==> config.mk <==
export PLATFORM = sky130hd
export DESIGN_NAME = adder_axil_master
export DESIGN_NICKNAME = d
export VERILOG_FILES = /design/src/rtl/adder_axil_master.sv
export SDC_FILE = /design/constraint.sdc
export NUM_CORES = 1
export LEC_CHECK = 0
export CORE_ASPECT_RATIO = 1.5
export CORE_UTILIZATION = 35
export CTS_BUF_LIST = sky130_fd_sc_hd__clkbuf_8
export DETAILED_ROUTE_END_ITERATION = 12
export PLACE_DENSITY = 0.64
export SYNTH_ARGS = -nofsm -noshare
export SYNTH_HDL_FRONTEND = slang
export SYNTH_SLANG_ARGS = --single-unit
==> constraint.sdc <==
create_clock -name m0_axi_aclk -period 2.4 [get_ports m0_axi_aclk]
set_input_delay 0.48 -clock m0_axi_aclk [delete_from_list [all_inputs] [get_ports m0_axi_aclk]]
set_output_delay 0.48 -clock m0_axi_aclk [all_outputs]
set_load 0.005 [all_outputs]
==> src/rtl/adder_axil_master.sv <==
`timescale 1ns/1ps
// ----------------------------------------------------------------------------
// adder_axil_master
//
// AXI4-Lite master that runs one fixed command sequence per start pulse:
//   write op_a to 0x00, write op_b to 0x04, read the sum back from 0x08.
// The read data is presented on result together with the first non-OKAY
// response code seen (or 2'b11 if any handshake waited TIMEOUT cycles).
//
// Ports
//   m0_axi_aclk, m0_axi_aresetn : clock, asynchronous active-low reset
//   start, op_a, op_b           : command request and operands (IDLE only)
//   busy, done                  : sequence in progress / one-cycle completion
//   result, err                 : read-back sum and status, held until next done
//   m0_axi_aw*, m0_axi_w*       : write address / write data channels
//   m0_axi_b*                   : write response channel
//   m0_axi_ar*, m0_axi_r*       : read address / read data channels
// ----------------------------------------------------------------------------
module adder_axil_master #(
    parameter int DATA_WIDTH = 32,
    parameter int ADDR_WIDTH = 8,
    parameter int TIMEOUT    = 255
) (
    input  logic                    m0_axi_aclk,
    input  logic                    m0_axi_aresetn,
    input  logic                    start,
    input  logic [DATA_WIDTH-1:0]   op_a,
    input  logic [DATA_WIDTH-1:0]   op_b,
    output logic                    busy,
    output logic                    done,
    output logic [DATA_WIDTH-1:0]   result,
    output logic [1:0]              err,
    output logic [ADDR_WIDTH-1:0]   m0_axi_awaddr,
    output logic                    m0_axi_awvalid,
    input  logic                    m0_axi_awready,
    output logic [DATA_WIDTH-1:0]   m0_axi_wdata,
    output logic [DATA_WIDTH/8-1:0] m0_axi_wstrb,
    output logic                    m0_axi_wvalid,
    input  logic                    m0_axi_wready,
    input  logic [1:0]              m0_axi_bresp,
    input  logic                    m0_axi_bvalid,
    output logic                    m0_axi_bready,
    output logic [ADDR_WIDTH-1:0]   m0_axi_araddr,
    output logic                    m0_axi_arvalid,
    input  logic                    m0_axi_arready,
    input  logic [DATA_WIDTH-1:0]   m0_axi_rdata,
    input  logic [1:0]              m0_axi_rresp,
    input  logic                    m0_axi_rvalid,
    output logic                    m0_axi_rready
);

    // Counter only needs to reach TIMEOUT-1: the timeout fires on that cycle.
    localparam int CW = (TIMEOUT > 1) ? $clog2(TIMEOUT) : 1;
    localparam logic [CW-1:0] LP_WAIT_LAST = CW'(TIMEOUT - 1);

    localparam logic [ADDR_WIDTH-1:0] LP_ADDR_A   = '0;
    localparam logic [ADDR_WIDTH-1:0] LP_ADDR_B   = ADDR_WIDTH'(4);
    localparam logic [ADDR_WIDTH-1:0] LP_ADDR_SUM = ADDR_WIDTH'(8);

    typedef enum logic [2:0] {
        IDLE,
        WR_A,
        WR_B,
        RESP_A,
        RESP_B,
        RD_ADDR,
        RD_DATA,
        DONE
    } state_t;

    state_t                  r_state;
    state_t                  w_next;
    logic [CW-1:0]           r_wait;
    logic                    w_wait_state;
    logic                    w_wait_last;
    logic                    w_wr_done;
    logic                    w_timeout;

    logic [ADDR_WIDTH-1:0]   r_awaddr;
    logic                    r_awvalid;
    logic [DATA_WIDTH-1:0]   r_wdata;
    logic [DATA_WIDTH/8-1:0] r_wstrb;
    logic                    r_wvalid;
    logic [ADDR_WIDTH-1:0]   r_araddr;
    logic                    r_arvalid;
    logic [DATA_WIDTH-1:0]   r_result;
    logic [1:0]              r_err;
    logic [DATA_WIDTH-1:0]   r_op_b;

    // Keep the first non-OKAY code; later responses never overwrite it.
    function automatic logic [1:0] f_merge_err(input logic [1:0] cur, input logic [1:0] resp);
        return (cur == 2'b00) ? resp : cur;
    endfunction

    // ------------------------------------------------------------------
    // State register
    // ------------------------------------------------------------------
    always_ff @(posedge m0_axi_aclk or negedge m0_axi_aresetn) begin
        if (!m0_axi_aresetn) begin
            r_state <= IDLE;
        end else begin
            r_state <= w_next;
        end
    end

    // ------------------------------------------------------------------
    // Next state and state-decoded outputs
    // ------------------------------------------------------------------
    always_comb begin
        w_next        = r_state;
        w_timeout     = 1'b0;
        busy          = 1'b1;
        done          = 1'b0;
        m0_axi_bready = 1'b0;
        m0_axi_rready = 1'b0;
        // A channel counts as finished once its valid has dropped or is
        // handshaking this cycle, so AW and W may complete in either order.
        w_wr_done     = (!r_awvalid || m0_axi_awready) && (!r_wvalid || m0_axi_wready);

        case (r_state)
            IDLE: begin
                busy = 1'b0;
                if (start) begin
                    w_next = WR_A;
                end
            end
            WR_A, WR_B: begin
                if (w_wr_done) begin
                    w_next = (r_state == WR_A) ? RESP_A : RESP_B;
                end else if (w_wait_last) begin
                    w_next    = DONE;
                    w_timeout = 1'b1;
                end
            end
            RESP_A, RESP_B: begin
                m0_axi_bready = 1'b1;
                if (m0_axi_bvalid) begin
                    w_next = (r_state == RESP_A) ? WR_B : RD_ADDR;
                end else if (w_wait_last) begin
                    w_next    = DONE;
                    w_timeout = 1'b1;
                end
            end
            RD_ADDR: begin
                if (m0_axi_arready) begin
                    w_next = RD_DATA;
                end else if (w_wait_last) begin
                    w_next    = DONE;
                    w_timeout = 1'b1;
                end
            end
            RD_DATA: begin
                m0_axi_rready = 1'b1;
                if (m0_axi_rvalid) begin
                    w_next = DONE;
                end else if (w_wait_last) begin
                    w_next    = DONE;
                    w_timeout = 1'b1;
                end
            end
            DONE: begin
                done   = 1'b1;
                w_next = IDLE;
            end
            default: begin
                w_next = IDLE;
            end
        endcase
    end

    // ------------------------------------------------------------------
    // Per-state wait counter, cleared on every state change
    // ------------------------------------------------------------------
    assign w_wait_state = (r_state != IDLE) && (r_state != DONE);
    assign w_wait_last  = (r_wait == LP_WAIT_LAST);

    always_ff @(posedge m0_axi_aclk or negedge m0_axi_aresetn) begin
        if (!m0_axi_aresetn) begin
            r_wait <= '0;
        end else if (!w_wait_state || (w_next != r_state)) begin
            r_wait <= '0;
        end else begin
            r_wait <= r_wait + 1'b1;
        end
    end

    // ------------------------------------------------------------------
    // Channel registers, status and result
    // Address/data for the next transfer are loaded on the edge that enters
    // the transfer state, so they are stable for the whole valid period.
    // ------------------------------------------------------------------
    always_ff @(posedge m0_axi_aclk or negedge m0_axi_aresetn) begin
        if (!m0_axi_aresetn) begin
            r_awaddr  <= '0;
            r_awvalid <= 1'b0;
            r_wdata   <= '0;
            r_wstrb   <= '0;
            r_wvalid  <= 1'b0;
            r_araddr  <= '0;
            r_arvalid <= 1'b0;
            r_result  <= '0;
            r_err     <= '0;
            r_op_b    <= '0;
        end else if (w_timeout) begin
            r_awvalid <= 1'b0;
            r_wvalid  <= 1'b0;
            r_arvalid <= 1'b0;
            r_err     <= 2'b11;
        end else begin
            case (r_state)
                IDLE: begin
                    if (start) begin
                        r_op_b    <= op_b;
                        r_err     <= '0;
                        r_awaddr  <= LP_ADDR_A;
                        r_wdata   <= op_a;
                        r_wstrb   <= '1;
                        r_awvalid <= 1'b1;
                        r_wvalid  <= 1'b1;
                    end
                end
                WR_A, WR_B: begin
                    if (m0_axi_awready) begin
                        r_awvalid <= 1'b0;
                    end
                    if (m0_axi_wready) begin
                        r_wvalid <= 1'b0;
                    end
                end
                RESP_A: begin
                    if (m0_axi_bvalid) begin
                        r_err     <= f_merge_err(r_err, m0_axi_bresp);
                        r_awaddr  <= LP_ADDR_B;
                        r_wdata   <= r_op_b;
                        r_awvalid <= 1'b1;
                        r_wvalid  <= 1'b1;
                    end
                end
                RESP_B: begin
                    if (m0_axi_bvalid) begin
                        r_err     <= f_merge_err(r_err, m0_axi_bresp);
                        r_araddr  <= LP_ADDR_SUM;
                        r_arvalid <= 1'b1;
                    end
                end
                RD_ADDR: begin
                    if (m0_axi_arready) begin
                        r_arvalid <= 1'b0;
                    end
                end
                RD_DATA: begin
                    if (m0_axi_rvalid) begin
                        r_result <= m0_axi_rdata;
                        r_err    <= f_merge_err(r_err, m0_axi_rresp);
                    end
                end
                default: begin
                end
            endcase
        end
    end

    assign m0_axi_awaddr  = r_awaddr;
    assign m0_axi_awvalid = r_awvalid;
    assign m0_axi_wdata   = r_wdata;
    assign m0_axi_wstrb   = r_wstrb;
    assign m0_axi_wvalid  = r_wvalid;
    assign m0_axi_araddr  = r_araddr;
    assign m0_axi_arvalid = r_arvalid;
    assign result         = r_result;
    assign err            = r_err;

endmodule

==> After elaboration in Yosys (flattened, before gate mapping) <==
Cells that the tools add are included.
W data, S select, Z words.
{ "op_classes": {"bitwise_logic": 1, "reduce_logical": 25, "n_shift": 0, "magnitude_cmp": 0, "n_div": 0, "addsub": 1, "n_eq_ne": 22, "muxes": 44, "multipliers": 0} }
{ "op_table": {"columns": ["operator", "n"], "rows": [
  ["$mux W32", 2],
  ["$pmux W32 S2", 1],
  ["$ne A3 B3 Y1 const B", 9],
  ["$mux W3", 8],
  ["$mux W8", 3],
  ["$pmux W3 S6", 1],
  ["$mux W1", 17],
  ["$pmux W8 S2", 1],
  ["$eq A3 B3 Y1 const B", 4],
  ["$mux W2", 6],
  ["$reduce_and A3 Y1", 4],
  ["$reduce_and A4 Y1", 3],
  ["$add A8 B1 Y8 const B", 1],
  ["$eq A8 B8 Y1 const B", 1],
  ["$reduce_bool A4 Y1", 2],
  ["$eq A3 B2 Y1 const B", 2],
  ["$ne A3 B1 Y1 const B", 2],
  ["$pmux W1 S3", 2],
  ["$pmux W2 S3", 1],
  ["$reduce_and A6 Y1", 1],
  ["$reduce_bool A3 Y1", 2],
  ["$ne A2 B2 Y1 const B", 2],
  ["$pmux W1 S4", 1],
  ["$reduce_or A2 Y1", 2],
  ["other kinds (10)", 15]
]} }
{ "word_totals": {"mem_count": 0, "ramBits": 0, "out_inout_bits": 93, "reg_bits": 122, "inputBits": 108, "word_cells": 105, "romBits": 0, "latch_bits": 0} }

==> Longest topological paths before layout <==
{ "logic_depth": {"depth_word": 8, "mapped_depth": 8, "ltp_nobuf": 6} }

==> Worst setup path before layout <==
Ideal clock, no wire load.
{ "synth_timing": {"path_kind": "input to register", "from": "input port m0_axi_bvalid", "to": "register r_wdata[17], in the netlist m0_axi_wdata[17]", "setup_time_ns": 0.083, "setup_slack_ns": 0.696, "path_stages": 6, "path_buffers": 2, "t_arrival_ns": 1.621, "required_time_ns": 2.317, "cell_sequence": "clkbuf_1 and4b_1 nor2_1 clkbuf_1 nand2_1 o21ai_0"} }
{ "synth_between": {"elab_chain_len": 4, "word_cells_on_any_way": 5, "cone_classes": "eq/ne (1); mux (2); bitwise (1); reduce/logical (1)"} }
{ "synth_rtl": {"columns": ["element", "line_no", "source"], "rows": [
  ["start, declared", "41", "input logic m0_axi_bvalid,"],
  ["$mux W1", "137", "if (m0_axi_bvalid) begin"],
  ["$pmux W1 S4", "120", "case (r_state)"],
  ["$not A1 Y1 (no source line)", null, null],
  ["$reduce_and A4 Y1 (no source line) (*)", null, null],
  ["end signal, assigned", "216", "r_wdata <= op_a;"],
  ["end signal, assigned", "234", "r_wdata <= r_op_b;"],
  ["end, declared", "81", "logic [DATA_WIDTH-1:0] r_wdata;"]
]} }
Mark *: on every way between the ends. The rest lies on a longest branch, timed or not.
A chain may end at the register's enable or synchronous reset.

==> Worst setup path after layout <==
{ "layout_timing": {"from": "register r_state[1]", "to": "output port m0_axi_rready"} }
{ "layout_between": {"elab_chain_len": 2} }
{ "layout_rtl": {"columns": ["element", "line_no", "source"], "rows": [
  ["start, declared", "71", "state_t r_state;"],
  ["start signal, assigned", "102", "r_state <= w_next;"],
  ["$eq A3 B3 Y1", "120", null],
  ["$mux W1", "120", null],
  ["end, declared", "49", "output logic m0_axi_rready"]
]} }
Every way passes these cells.

==> reports/metrics.csv <==
stage;metric;value;unit
worst_setup_path;Worst Setup SP;r_state[1];
job;Max Cap Violations;0;
timing;Fin Setup TNS;0;ps
floorplan;Die ar.;0.0154;sq mm
worst_setup_path;FF-to-FF setup slack;290;ps
synthesis;Mapped Area;0.00522;sq mm
pwr;Switching Share;0.317;
worst_setup_path;CP peak stage delay;570;ps
global_route;M1 GR Usage;0.202;
placed_design;placer congestion estimate;0.806;
timing;headroom to the max-slew limit;0.637;
timing;Max Slew Vio Count;0;
timing;Final min period;2300;ps
timing;Final Hold Viols;0;
route;DRC errors left;0;
worst_setup_path;Crit Path Category;flop to output port;
route;Routed wire per std cell;16.6;um
clock_tree;clock root cell;clkbuf_8;
synthesis;Yosys top cell area share;0.552;
timing;Setup Skew;8.95;ps
worst_setup_path;Worst path depth;2;
timing;Fmax;0.434;GHz
synthesis;cell taking the most area after synthesis;dfrtp_1;
clock_tree;clock buffer count from CTS;17;
clock_tree;clock transition at the registers of the reported paths;70;ps
placed_design;final HPWL from detailed placement;10.5;mm
route;Routed WL;14.1;mm
synthesis;Ys Warns;0;
global_route;Overflow after GRT;0;
synthesis;Post-Syn Instances;442;
pwr;sequential power share;0.352;
route;vias after detailed routing;4074;
pwr;LEAKAGE;3.46;nW
pwr;internal cell power;6.57;mW
global_route;initial antenna violation count;0;
synthesis;Seq cells post-synth;115;
synthesis;Post-synth top flop;dfrtp_1;
route;Post-DRT Antenna Nets;0;
worst_hold_path;Hold Crit Class;primary input to asynchronous set/reset pin;
worst_setup_path;CP Max Fanout;14;
pwr;worst ir drop on vdd;645;uV
layout;Fillers;1290;
timing;worst-margin pin slew;544;ps
timing;Final setup violation count;0;
route;via/cell ratio;4.80;
floorplan;Initial Util;0.359;
worst_setup_path;worst path cell trace;and3b_1, clkdlybuf4s50_1;
placed_design;I/O Buffers;186;
global_route;first-pass GRT wire length;22.0;mm
worst_setup_path;critical path arrival;1820;ps
floorplan;die height;152;um
global_route;GRT Total Usage;0.192;
global_route;grt met2 use;0.352;
worst_setup_path;critical path's slowest cell;clkdlybuf4s50_1;
layout;most frequent cells in the layout;clkdlybuf4s50_1, dfrtp_1, mux2_2;
global_route;largest net degree at the start of global routing;65;
pwr;power share of the combinational group;0.427;
worst_setup_path;Worst Setup Start Kind;flop;
synthesis;Distinct cells, synth;48;
layout;area grow syn2layout;50.0;%
layout;fraction of layout cells with a size suffix above 1;0.198;
route;violation count after the first detailed-route iteration;154;
timing;RSZ-0062 raised after global routing;no;
layout;Final Core Density;0.538;
floorplan;io pins;201;
worst_setup_path;Critical R2R Launch;r_state[2];
pwr;pwr/cell area;1230;mW/mm^2
floorplan;Die W;102;um
worst_setup_path;crit path buf inv count;1;
timing;Final period util;0.960;
layout;Final #Nets;749;
pwr;NetSw;3.05;mW
floorplan;Core Box Area;0.0145;sq mm
run_status;status;finished clean;
synthesis;EDFF count, synth;0;
worst_setup_path;family with the most delay on the worst path;buffers and inverters;
global_route;GR peak layer;met2;
global_route;vias in the first global route;4330;
layout;Antenna diodes;0;
synthesis;synthesized area per cell;11.8;sq um
worst_setup_path;CP endpoint;m0_axi_rready;
pwr;clock share of power;0.222;
worst_setup_path;Worst R2R Path Depth;7;
worst_setup_path;Worst Path Required;1920;ps
clock_tree;Longest Clk Path Bufs;2;
global_route;GRT met3 Usage;0.0472;
clock_tree;cts hold-fix bufs;0;
clock_tree;# H-tree levels;4;
layout;commonest non-fill, non-tap cell in the layout;clkdlybuf4s50_1;
route;TritonRoute pass-1 iters;4;
clock_tree;Skew-Pair Late Insertion Delay;420;ps
synthesis;synth top area cells;dfrtp_1, mux2_2, mux2i_1;
synthesis;register area share after synthesis;0.552;
worst_setup_path;crit path capture type;output port;
clock_tree;CTS tree;done;
synthesis;ys async rst share;1.00;
floorplan;Rows;54;
clock_tree;clock sinks;115;
worst_setup_path;worst reg2reg path endpoint;err[1];
kinds of logic (layout without fill, tap and decap cells):
family	after synthesis	count (layout)	share of synthesized area
AOI/OAI and AO/OA	74	74	0.0830
muxes	97	97	0.202
and+or+nand+nor	97	97	0.0924
xor gates and xnor gates	7	7	0.0118
buffers and inverters	49	246	0.0540
DFF	115	115	0.552
adders and majority gates	2	2	0.00480
other	1	14	0.000719
cells in the mapped netlist, drive strengths merged, types with 2 or more instances:
library cell,count
xnor2,2
and2,2
nor2,13
nor3b,2
nand3b,2
nand2b,2
o22ai,2
mux2,64
nand2,46
nor2b,3
buf,36
xor2,5
a221o,2
inv,4
ha,2
o221ai,2
nor3,10
nand3,5
a21oi,17
and4,3
or2,3
a221oi,3
o21ai,40
a31oi,2
clkbuf,8
mux2i,33
dfrtp,115
worst min path at each step:
stage,start,to,cells after the start
finish,m0_axi_aresetn,m0_axi_wstrb[0],1
global route,m0_axi_aresetn,m0_axi_wstrb[0],1
CTS,m0_axi_aresetn,m0_axi_wstrb[0],1
detailed placement,m0_axi_araddr[3],m0_axi_araddr[3],2
global placement,m0_axi_araddr[3],m0_axi_araddr[3],2
floorplan,m0_axi_aresetn,err[0],0
state kept, by name, indices dropped and copies added, names as in the netlist:
name,flops
r_wait,8
m0_axi_wdata,32
m0_axi_arvalid,1
m0_axi_araddr,1
r_op_b,32
m0_axi_awaddr,1
m0_axi_awvalid,1
m0_axi_wvalid,1
result,32
r_state,3
m0_axi_wstrb,1
err,2
per-layer routing:
metal / part of all wire / vias to the layer above
met5: 0 / -
met4: 0.034 / 0
met3: 0.039 / 33
met2: 0.57 / 125
met1: 0.36 / 2001
li1: - / 1915
power by group through the flow:
stage	sequential [mW]	clock [mW]	combinational (mW)
after detailed placement	3.45	0	4.00
after floorplan	3.32	0	2.08
after CTS	3.40	2.18	4.08
after global routing	3.51	2.28	4.46
after global placement	3.39	0	3.91
final	3.38	2.13	4.10
stage by stage:
| stage | power, mW | cells | instance area, sq um | hold WS [ps] | setup WS [ps] |
|---|---|---|---|---|---|
| after detailed placement | 7.45 | 807 | 7270 | 454 | 69.1 |
| after global placement | 7.30 | 807 | 7270 | 448 | 195 |
| final | 9.62 | 848 | 7820 | 37.2 | 95.1 |
| after floorplan | 5.40 | 455 | 5260 | 184 | 696 |
| after global routing | 10.2 | 848 | 7820 | 52.9 | 21.4 |
| after CTS | 9.66 | 842 | 7770 | 35.9 | 3.99 |
layout make-up:
cell class	instances	area (sq um)	share of cell area
Multi-Input combinational cell	291	2110	0.270
Timing Repair Buffer	209	2080	0.266
Clock buffer	20	275	0.0352
Inverter	5	18.8	0.00240
Clock inverter	12	203	0.0259
Sequential cell	115	2880	0.368
Tap cell	196	245	0.0314
repair_timing:
action	CTS	global route
resized for setup	3	1
pin swaps	0	0
setup buffers	3	6
setup endpoints to repair	4	3
(Power assumes the default switching activity.)
